<file path="src/rtl/ex_div_ctrl_pkg.sv">
// Shared divider definitions: FSM state encodings, result/handshake levels and sizing.
// A sign fix-up helper is used only when DIV_SIGNED_EN is defined.
package ex_div_ctrl_pkg;

  localparam int REG_W = 32;
  localparam int CNT_W = 6;

  localparam logic RST_ENABLE           = 1'b1;
  localparam logic DIV_RESULT_READY     = 1'b1;
  localparam logic DIV_RESULT_NOT_READY = 1'b0;
  localparam logic DIV_START            = 1'b1;
  localparam logic DIV_STOP             = 1'b0;

  // Step 32 is the final shift-subtract; its edge also publishes the result.
  localparam logic [CNT_W-1:0] LAST_STEP = CNT_W'(REG_W - 1);

  typedef enum logic [1:0] {
    DIV_FREE   = 2'b00,
    DIV_BYZERO = 2'b01,
    DIV_ON     = 2'b10,
    DIV_END    = 2'b11
  } div_state_e;

  function automatic logic [REG_W-1:0] cond_negate(input logic neg, input logic [REG_W-1:0] value);
    return neg ? (~value + 1'b1) : value;
  endfunction

endpackage

</file>
<file path="src/rtl/ex_div_ctrl_if.sv">
// EX-stage <-> divider handshake: start/annul request with operands, registered result back.
interface ex_div_ctrl_if;
  import ex_div_ctrl_pkg::*;

  logic             start_i;
  logic             annul_i;
  logic             signed_div_i;
  logic [REG_W-1:0] opdata1_i;
  logic [REG_W-1:0] opdata2_i;
  logic [63:0]      result_o;
  logic             ready_o;
  logic             busy_o;

  modport master (
    output start_i, annul_i, signed_div_i, opdata1_i, opdata2_i,
    input  result_o, ready_o, busy_o
  );

  modport slave (
    input  start_i, annul_i, signed_div_i, opdata1_i, opdata2_i,
    output result_o, ready_o, busy_o
  );
endinterface

</file>
<file path="src/rtl/ex_div_ctrl_div_step.sv">
// One restoring division step on the 65-bit working value {remainder[64:32], dividend/quotient[31:0]}.
module div_step
  import ex_div_ctrl_pkg::*;
(
  input  logic [64:0]      work,
  input  logic [REG_W-1:0] divisor,
  output logic [64:0]      work_next
);
  logic [32:0] rem_shift;
  logic [33:0] diff;
  logic        unused_msb;

  // Partial remainder is always below the divisor, so bit 64 never carries information.
  assign unused_msb = work[64];
  assign rem_shift  = work[63:31];
  assign diff       = {1'b0, rem_shift} - {2'b00, divisor};

  always_comb begin
    if (diff[33]) begin
      work_next = {rem_shift, work[30:0], 1'b0};
    end else begin
      work_next = {diff[32:0], work[30:0], 1'b1};
    end
  end
endmodule

</file>
<file path="src/rtl/ex_div_ctrl.sv">
// Multi-cycle restoring divider controller for the EX stage: FSM, step counter, sign fix-up.
// Define DIV_SIGNED_EN to honour signed_div_i; otherwise every divide is unsigned.
module ex_div_ctrl
  import ex_div_ctrl_pkg::*;
(
  input logic          clk,
  input logic          rst,
  ex_div_ctrl_if.slave bus
);
  div_state_e       state, state_n;
  logic [CNT_W-1:0] count, count_n;
  logic [64:0]      work, work_n, work_step;
  logic [REG_W-1:0] divisor, divisor_n;
  logic [63:0]      result, result_n;
  logic             ready, ready_n;
  logic [REG_W-1:0] dividend_mag, divisor_mag;
  logic [63:0]      step_result;

`ifdef DIV_SIGNED_EN
  logic neg_quot, neg_quot_n, neg_rem, neg_rem_n;
  logic op1_neg, op2_neg;

  // Magnitudes are taken at acceptance; the sign flags travel with the divide.
  assign op1_neg      = bus.signed_div_i & bus.opdata1_i[REG_W-1];
  assign op2_neg      = bus.signed_div_i & bus.opdata2_i[REG_W-1];
  assign dividend_mag = cond_negate(op1_neg, bus.opdata1_i);
  assign divisor_mag  = cond_negate(op2_neg, bus.opdata2_i);
  assign step_result  = {cond_negate(neg_rem, work_step[63:32]),
                         cond_negate(neg_quot, work_step[31:0])};
`else
  logic unused_signed;

  assign unused_signed = bus.signed_div_i;
  assign dividend_mag  = bus.opdata1_i;
  assign divisor_mag   = bus.opdata2_i;
  assign step_result   = work_step[63:0];
`endif

  div_step u_step (
    .work      (work),
    .divisor   (divisor),
    .work_next (work_step)
  );

  always_ff @(posedge clk) begin
    // NOTE: non-blocking assignments keep every register sampling pre-edge values.
    if (rst == RST_ENABLE) begin
      state   <= DIV_FREE;
      count   <= '0;
      work    <= '0;
      divisor <= '0;
      result  <= '0;
      ready   <= DIV_RESULT_NOT_READY;
`ifdef DIV_SIGNED_EN
      neg_quot <= 1'b0;
      neg_rem  <= 1'b0;
`endif
    end else begin
      state   <= state_n;
      count   <= count_n;
      work    <= work_n;
      divisor <= divisor_n;
      result  <= result_n;
      ready   <= ready_n;
`ifdef DIV_SIGNED_EN
      neg_quot <= neg_quot_n;
      neg_rem  <= neg_rem_n;
`endif
    end
  end

  always_comb begin
    // NOTE: every output of this block gets a default first, so no path infers a latch.
    state_n   = state;
    count_n   = count;
    work_n    = work;
    divisor_n = divisor;
    result_n  = result;
    ready_n   = ready;
`ifdef DIV_SIGNED_EN
    neg_quot_n = neg_quot;
    neg_rem_n  = neg_rem;
`endif
    unique case (state)
      DIV_FREE: begin
        if (bus.start_i == DIV_START && !bus.annul_i) begin
          state_n   = (bus.opdata2_i == '0) ? DIV_BYZERO : DIV_ON;
          count_n   = '0;
          work_n    = {33'd0, dividend_mag};
          divisor_n = divisor_mag;
`ifdef DIV_SIGNED_EN
          neg_quot_n = op1_neg ^ op2_neg;
          neg_rem_n  = op1_neg;
`endif
        end
      end
      DIV_BYZERO: begin
        if (bus.annul_i) begin
          state_n = DIV_FREE;
        end else begin
          state_n = DIV_END;
          ready_n = DIV_RESULT_READY;
        end
        result_n = '0;
      end
      DIV_ON: begin
        if (bus.annul_i) begin
          state_n  = DIV_FREE;
          count_n  = '0;
          work_n   = '0;
          result_n = '0;
          ready_n  = DIV_RESULT_NOT_READY;
        end else begin
          work_n  = work_step;
          count_n = count + 1'b1;
          if (count == LAST_STEP) begin
            state_n  = DIV_END;
            result_n = step_result;
            ready_n  = DIV_RESULT_READY;
          end
        end
      end
      DIV_END: begin
        if (bus.start_i == DIV_STOP) begin
          state_n  = DIV_FREE;
          result_n = '0;
          ready_n  = DIV_RESULT_NOT_READY;
        end
      end
      default: state_n = DIV_FREE;
    endcase
  end

  assign bus.result_o = result;
  assign bus.ready_o  = ready;
  assign bus.busy_o   = (rst != RST_ENABLE) &&
                        (((state == DIV_FREE) && (bus.start_i == DIV_START) && !bus.annul_i) ||
                         (state == DIV_BYZERO) || (state == DIV_ON));
endmodule
</file>
<file path="src/flat_wrapper.sv">
// flat-port wrapper written by rule: the top's interface ports become plain ports
module ex_div_ctrl_flat import ex_div_ctrl_pkg::*;
  (clk, rst, bus_start_i, bus_annul_i, bus_signed_div_i, bus_opdata1_i, bus_opdata2_i, bus_result_o, bus_ready_o, bus_busy_o);
  ex_div_ctrl_if bus_i ();
  input logic clk;
  input logic rst;
  input wire logic [$bits(bus_i.start_i)-1:0] bus_start_i;
  input wire logic [$bits(bus_i.annul_i)-1:0] bus_annul_i;
  input wire logic [$bits(bus_i.signed_div_i)-1:0] bus_signed_div_i;
  input wire logic [$bits(bus_i.opdata1_i)-1:0] bus_opdata1_i;
  input wire logic [$bits(bus_i.opdata2_i)-1:0] bus_opdata2_i;
  output wire logic [$bits(bus_i.result_o)-1:0] bus_result_o;
  output wire logic [$bits(bus_i.ready_o)-1:0] bus_ready_o;
  output wire logic [$bits(bus_i.busy_o)-1:0] bus_busy_o;
  assign bus_i.start_i = bus_start_i;
  assign bus_i.annul_i = bus_annul_i;
  assign bus_i.signed_div_i = bus_signed_div_i;
  assign bus_i.opdata1_i = bus_opdata1_i;
  assign bus_i.opdata2_i = bus_opdata2_i;
  assign bus_result_o = bus_i.result_o;
  assign bus_ready_o = bus_i.ready_o;
  assign bus_busy_o = bus_i.busy_o;
  ex_div_ctrl u_core (.clk(clk), .rst(rst), .bus(bus_i));
endmodule
</file>
<file path="config.mk">
export PLATFORM = sky130hd
export DESIGN_NAME = ex_div_ctrl_flat
export DESIGN_NICKNAME = d
export VERILOG_FILES = /design/src/rtl/ex_div_ctrl_pkg.sv /design/src/rtl/ex_div_ctrl_if.sv /design/src/rtl/ex_div_ctrl_div_step.sv /design/src/rtl/ex_div_ctrl.sv /design/src/flat_wrapper.sv
export SDC_FILE = /design/constraint.sdc
export NUM_CORES = 1
export LEC_CHECK = 0
export ABC_AREA = 1
export BUFFER_PORTS_ARGS = -buffer_cell sky130_fd_sc_hd__buf_4
export CAP_MARGIN = 20
export CELL_PAD_IN_SITES_DETAIL_PLACEMENT = 0
export CELL_PAD_IN_SITES_GLOBAL_PLACEMENT = 1
export CORE_ASPECT_RATIO = 2
export CORE_MARGIN = 10
export CORE_UTILIZATION = 41
export DETAILED_ROUTE_END_ITERATION = 8
export PLACE_DENSITY_LB_ADDON = 0.1
export SYNTH_ARGS = -nofsm -noshare
export SYNTH_HDL_FRONTEND = slang
export SYNTH_SLANG_ARGS = --single-unit
</file>
<file path="constraint.sdc">
create_clock -name clk -period 2.45 [get_ports clk]
set_input_delay 0 -clock clk [delete_from_list [all_inputs] [get_ports clk]]
set_output_delay 0 -clock clk [all_outputs]
set_load 0.02 [all_outputs]
</file>
# Word-level counts from Yosys, hierarchy flattened
# Index checks and enable logic that the tools add are counted.
# word_totals
inputBits	69
output_inout_bits	66
reg_bits	169
wordCells	56
# classes
reduce_logical	16
muxes	23
bitwise	1
n_eq_ne	8
addsub	2
# ops
op	n
$mux 64	6
$pmux 64 s3	1
$pmux 64 s2	1
$sub 33x32->34	1
$logic_not 32->1	1
$mux 2	6
$mux 6	2
$pmux 6 s2	1
$pmux 2 s4	1
$add 6x1->6 const B	1
$eq 6x5->1 const B	1
$reduce_and 3->1	2
$eq 2x2->1 const B	2
$logic_and 1x1->1	4
$mux 1	4
$ne 2x2->1 const B	2
$reduce_and 2->1	2
$reduce_and 4->1	1
$ne 3x2->1 const B	1
$pmux 1 s3	1
$reduce_bool 3->1	1
$eq 2x1->1 const B	1
$logic_not 2->1	1
$logic_or 1x1->1	2
other kinds (4)	4

# Longest topological paths before layout
# depth
word_depth	6
mapped_depth	17
depth_no_buf	16

# Hierarchy
# A second synthesis with hierarchy kept.
# hier_totals
hier_cells	1667
area_unflattened_um2	10473.8
# modules_own_cells
module	seq_area_each_um2	cells_per_inst	area_each_um2	instances
ex_div_ctrl	3403.3	973	7010.5	1
div_step	0.0	694	3463.3	1

# Least setup slack after synthesis
# No wires, ideal clock.
# synth_timing
path_type	reg2reg
from	reg u_core.work[31]
to	reg u_core.result[60], in the netlist u_core.bus.result_o[60]
setup_slack_ns	0.499
required_ns	2.322
period_less_slack_ns	1.951
path_buffers	0
stages_incl_launch_ff	16
setup_time_ns	0.128
arrival_time_ns	1.823
path_cell_list	dfxtp_1 > inv_1 > ha_1 > fa_1 > inv_1 > nand3_1 > nand2_1 > nand2_1 > nand2_1 > nand2_1 > nand2_1 > nand2_1 > nand3_1 > nand3_1 > nand2_1 > a21oi_1
# synth_via
elab_chain_len	5
# synth_lines
element	line_no	source
start, declared	ex_div_ctrl.sv:12	logic [64:0] work, work_n, work_step;
start signal, assigned	ex_div_ctrl.sv:61	work <= work_n;
$sub 33x32->34	ex_div_ctrl_div_step.sv:16	assign diff = {1'b0, rem_shift} - {2'b00, divisor};
$mux 64	ex_div_ctrl_div_step.sv:19	if (diff[33]) begin
$mux 64	ex_div_ctrl.sv:116	if (count == LAST_STEP) begin
$mux 64	ex_div_ctrl.sv:107	if (bus.annul_i) begin
$pmux 64 s3	ex_div_ctrl.sv:84	unique case (state)
end signal, assigned	ex_div_ctrl.sv:63	result <= result_n;
end, declared	ex_div_ctrl.sv:14	logic [63:0] result, result_n;
# No other way between the ends. The select of a mux whose other input is x is not followed.
# A chain may end at the register's enable or synchronous reset.

# Worst setup path after layout
# layout_timing
from	reg u_core.work[55]
to	reg u_core.work[58]
# layout_via
elab_chain_len	4
# layout_lines
element	line_no
$sub 33x32->34	ex_div_ctrl_div_step.sv:16
$mux 64	ex_div_ctrl_div_step.sv:19
$mux 64	ex_div_ctrl.sv:107
$pmux 64 s2	ex_div_ctrl.sv:84
# No other way between the ends.

==> impl_metrics.toml <==
[route]
antenna_left = 0
via_per_inst = 4.97
drt-total-wl_mm = 31.0
first_pass_iters = 5
vias = 9430
drcViolationCount = 0
dr.first_iter.drc_count = 459
routedWlPerCell_um = 16.3

[synthesis]
syn_area_um2 = 9350
syn_inst = 1421
yosysTopAreaCell = "dfxtp_1"
postSynthNetCount = 1529
synth-edff-count = 0
synthTopCellsByArea = "dfxtp_1, nand2_1, inv_1"
ys_ff_latch = 169
ys_warn_count = 0
ys_types = 34
synthFlopType = "dfxtp_1"
yosysSeqAreaShare = 0.362
synthArstFlopShare = 0
synth_top_area_frac = 0.362
synth.avg_cell_area_um2 = 6.58

[setup_path]
crit_buf_inv = 2
start_kind = "register"
crit_type = "reg2reg"
crit_path_end_kind = "register"
crit_required_ns = 2.77
cpMaxStageDelayCell = "ha_1"
slowest_delay_ns = 0.42
cp.arrival_ns = 2.61
crit_family = "simple AND/OR/NAND/NOR gates"
critPathMaxFanout = 12
path_cells = "ha_1 > nand2_1 > nor2_2 > inv_1 > nor3_2 > nand2_4 > nand2_4 > buf_4 > nand3_1 > nand2_1 > a21oi_1"

[layout]
nFillCells = 2366
syn_to_final_growth_pct = 29.2
layout-drive-gt1-share = 0.138
antenna_cells = 0
nets = 1712

[floorplan]
num_rows = 78
die_area_um2 = 29600
start_util = 0.415
die_width_um = 127
die_h_um = 234
coreArea_um2 = 22500
ioPinCount = 135

[sta]
max_freq_mhz = 438
finalSetupTns_ns = 0
fin_skew_ns = 0.00832
min_period_ns = 2.29
slew_violations = 0
hold_viol = 0
worstMarginPinSlew_ns = 0.668
period_share = 0.933
rsz0062_at_grt = "no"
slew_headroom = 0.550
final-setup-viol-count = 0

[global_route]
antenna_found_initial = 0
first_global_vias = 9347
grt_first_pass_wirelength_mm = 49.1
grt-ovfl-total = 0
grt_usage = 0.207
grt_max_degree = 84

[run]
maxCapViolations = 0

[clock_tree]
cts_root_buf = "clkbuf_16"
cts_buffers = 17
clock_latency_ns = 0.44
post_cts_buffers = 0
cts_tree = "yes"
cts_sinks = 169
cts_max_path_buffers = 2
clk_pin_slew_ns = 0.07
htreeDepth = 4

[placement]
hpwl_mm = 23.9
io_buffers = 133
gp_congestion = 0.894

[worst_hold_path]
worstHoldPathType = "in2reg"

[run_status]
status = "finished clean"
[path summary, 6_finish.rpt]
path,start,endpoint,slack [ns],cells past startpoint
worst min-delay path,bus_annul_i,u_core.divisor[0],0.03,4
worst min register to register,u_core.divisor[20],u_core.divisor[20],0.46,2
worst max register to register,u_core.work[55],u_core.work[58],0.16,11
worst max-delay path,u_core.work[55],u_core.work[58],0.16,11
[flip-flops by register name, indices dropped and copies added (netlist names)]
name / count
u_core.bus.ready_o: 1
u_core.bus.result_o: 64
u_core.count: 6
u_core.divisor: 32
u_core.state: 2
u_core.work: 64
[synth_stat cells (3+ instances only)]
| library cell | number |
|---|---|
| nand3_1 | 56 |
| nor3_1 | 4 |
| nor4_1 | 8 |
| nand4_1 | 10 |
| nor2_2 | 6 |
| ha_1 | 38 |
| a31oi_1 | 6 |
| a211oi_1 | 49 |
| nand2_1 | 354 |
| nand3b_1 | 19 |
| nand2_4 | 3 |
| a21oi_1 | 138 |
| clkbuf_1 | 52 |
| inv_1 | 210 |
| o21ai_0 | 139 |
| buf_2 | 9 |
| buf_1 | 5 |
| xnor2_1 | 12 |
| nor2_1 | 113 |
| dfxtp_1 | 169 |
[cell families (layout without fill, tap and decap cells)]
logic type	count (synthesis)	after routing	synth area share
and+or+nand+nor	583	583	0.263
AOI/OAI and AO/OA	335	335	0.194
buffers and inverters	281	477	0.115
DFF	169	169	0.362
adders and majority gates	39	39	0.0530
xor gates and xnor gates	14	14	0.0131
[through the flow]
| step | utilization | area [um2] | setup WS (ns) | hold slack (ns) | std cells |
|---|---|---|---|---|---|
| CTS | 0.535 | 12100 | 0.0561 | 0.000138 | 1897 |
| finish | 0.536 | 12100 | 0.165 | 0.0269 | 1897 |
| detailed placement | 0.477 | 10700 | 0.0700 | 0.268 | 1797 |
| floorplan | - | 9350 | 0.499 | 0.128 | 1421 |
| global route | 0.536 | 12100 | 0.00707 | 0.0774 | 1897 |
| global placement | 0.477 | 10700 | 0.0841 | 0.265 | 1797 |
[layout by cell type, fill, tap and decap left out, drive strengths merged, types with 8 or more instances in the layout]
cell	synthesis	layout
buf	15	163
nor4	8	8
nand4	10	10
ha	38	38
o21ai	140	140
xnor2	12	12
nand2	359	359
a211oi	49	49
dlygate4sd3	0	68
a21oi	138	138
nor2	120	120
inv	212	218
dfxtp	169	169
nand3	57	57
nand3b	19	19
clkbuf	52	19
[tightest hold or removal path, delay by kind of cell]
| kind | cells | cell delay (ns) |
|---|---|---|
| buffers and inverters | 2 | 0.25 |
| AOI/OAI and AO/OA | 1 | 0.13 |
| and+or+nand+nor | 1 | 0.05 |
[timing repair]
action	4_1_cts	5_1_grt
hold endpoints to repair	73	0
setup endpoints to repair	0	14
resized for setup	0	11
hold buffers	68	0
[routing by layer]
| layer | up-vias | share of wire | GRT usage |
|---|---|---|---|
| met5 | - | 0 | 0 |
| met4 | 0 | 0.039 | 0.0893 |
| met3 | 35 | 0.032 | 0.0359 |
| met2 | 185 | 0.53 | 0.389 |
| met1 | 4260 | 0.40 | 0.217 |
| li1 | 4950 | - | - |
[cell type report]
cell class / count / area, um2 / share of cell area
Inverter: 214 / 803 / 0.0665
Multi-Input combinational cell: 971 / 4940 / 0.409
Clock inverter: 13 / 185 / 0.0153
Tap cell: 280 / 350 / 0.0290
Clock buffer: 19 / 443 / 0.0367
Sequential cell: 169 / 3380 / 0.280
Timing Repair Buffer: 231 / 1980 / 0.164
Power is left out: the tool's default activity adds up to more than one toggle a clock period on the data nets, which glitch-free logic cannot reach.
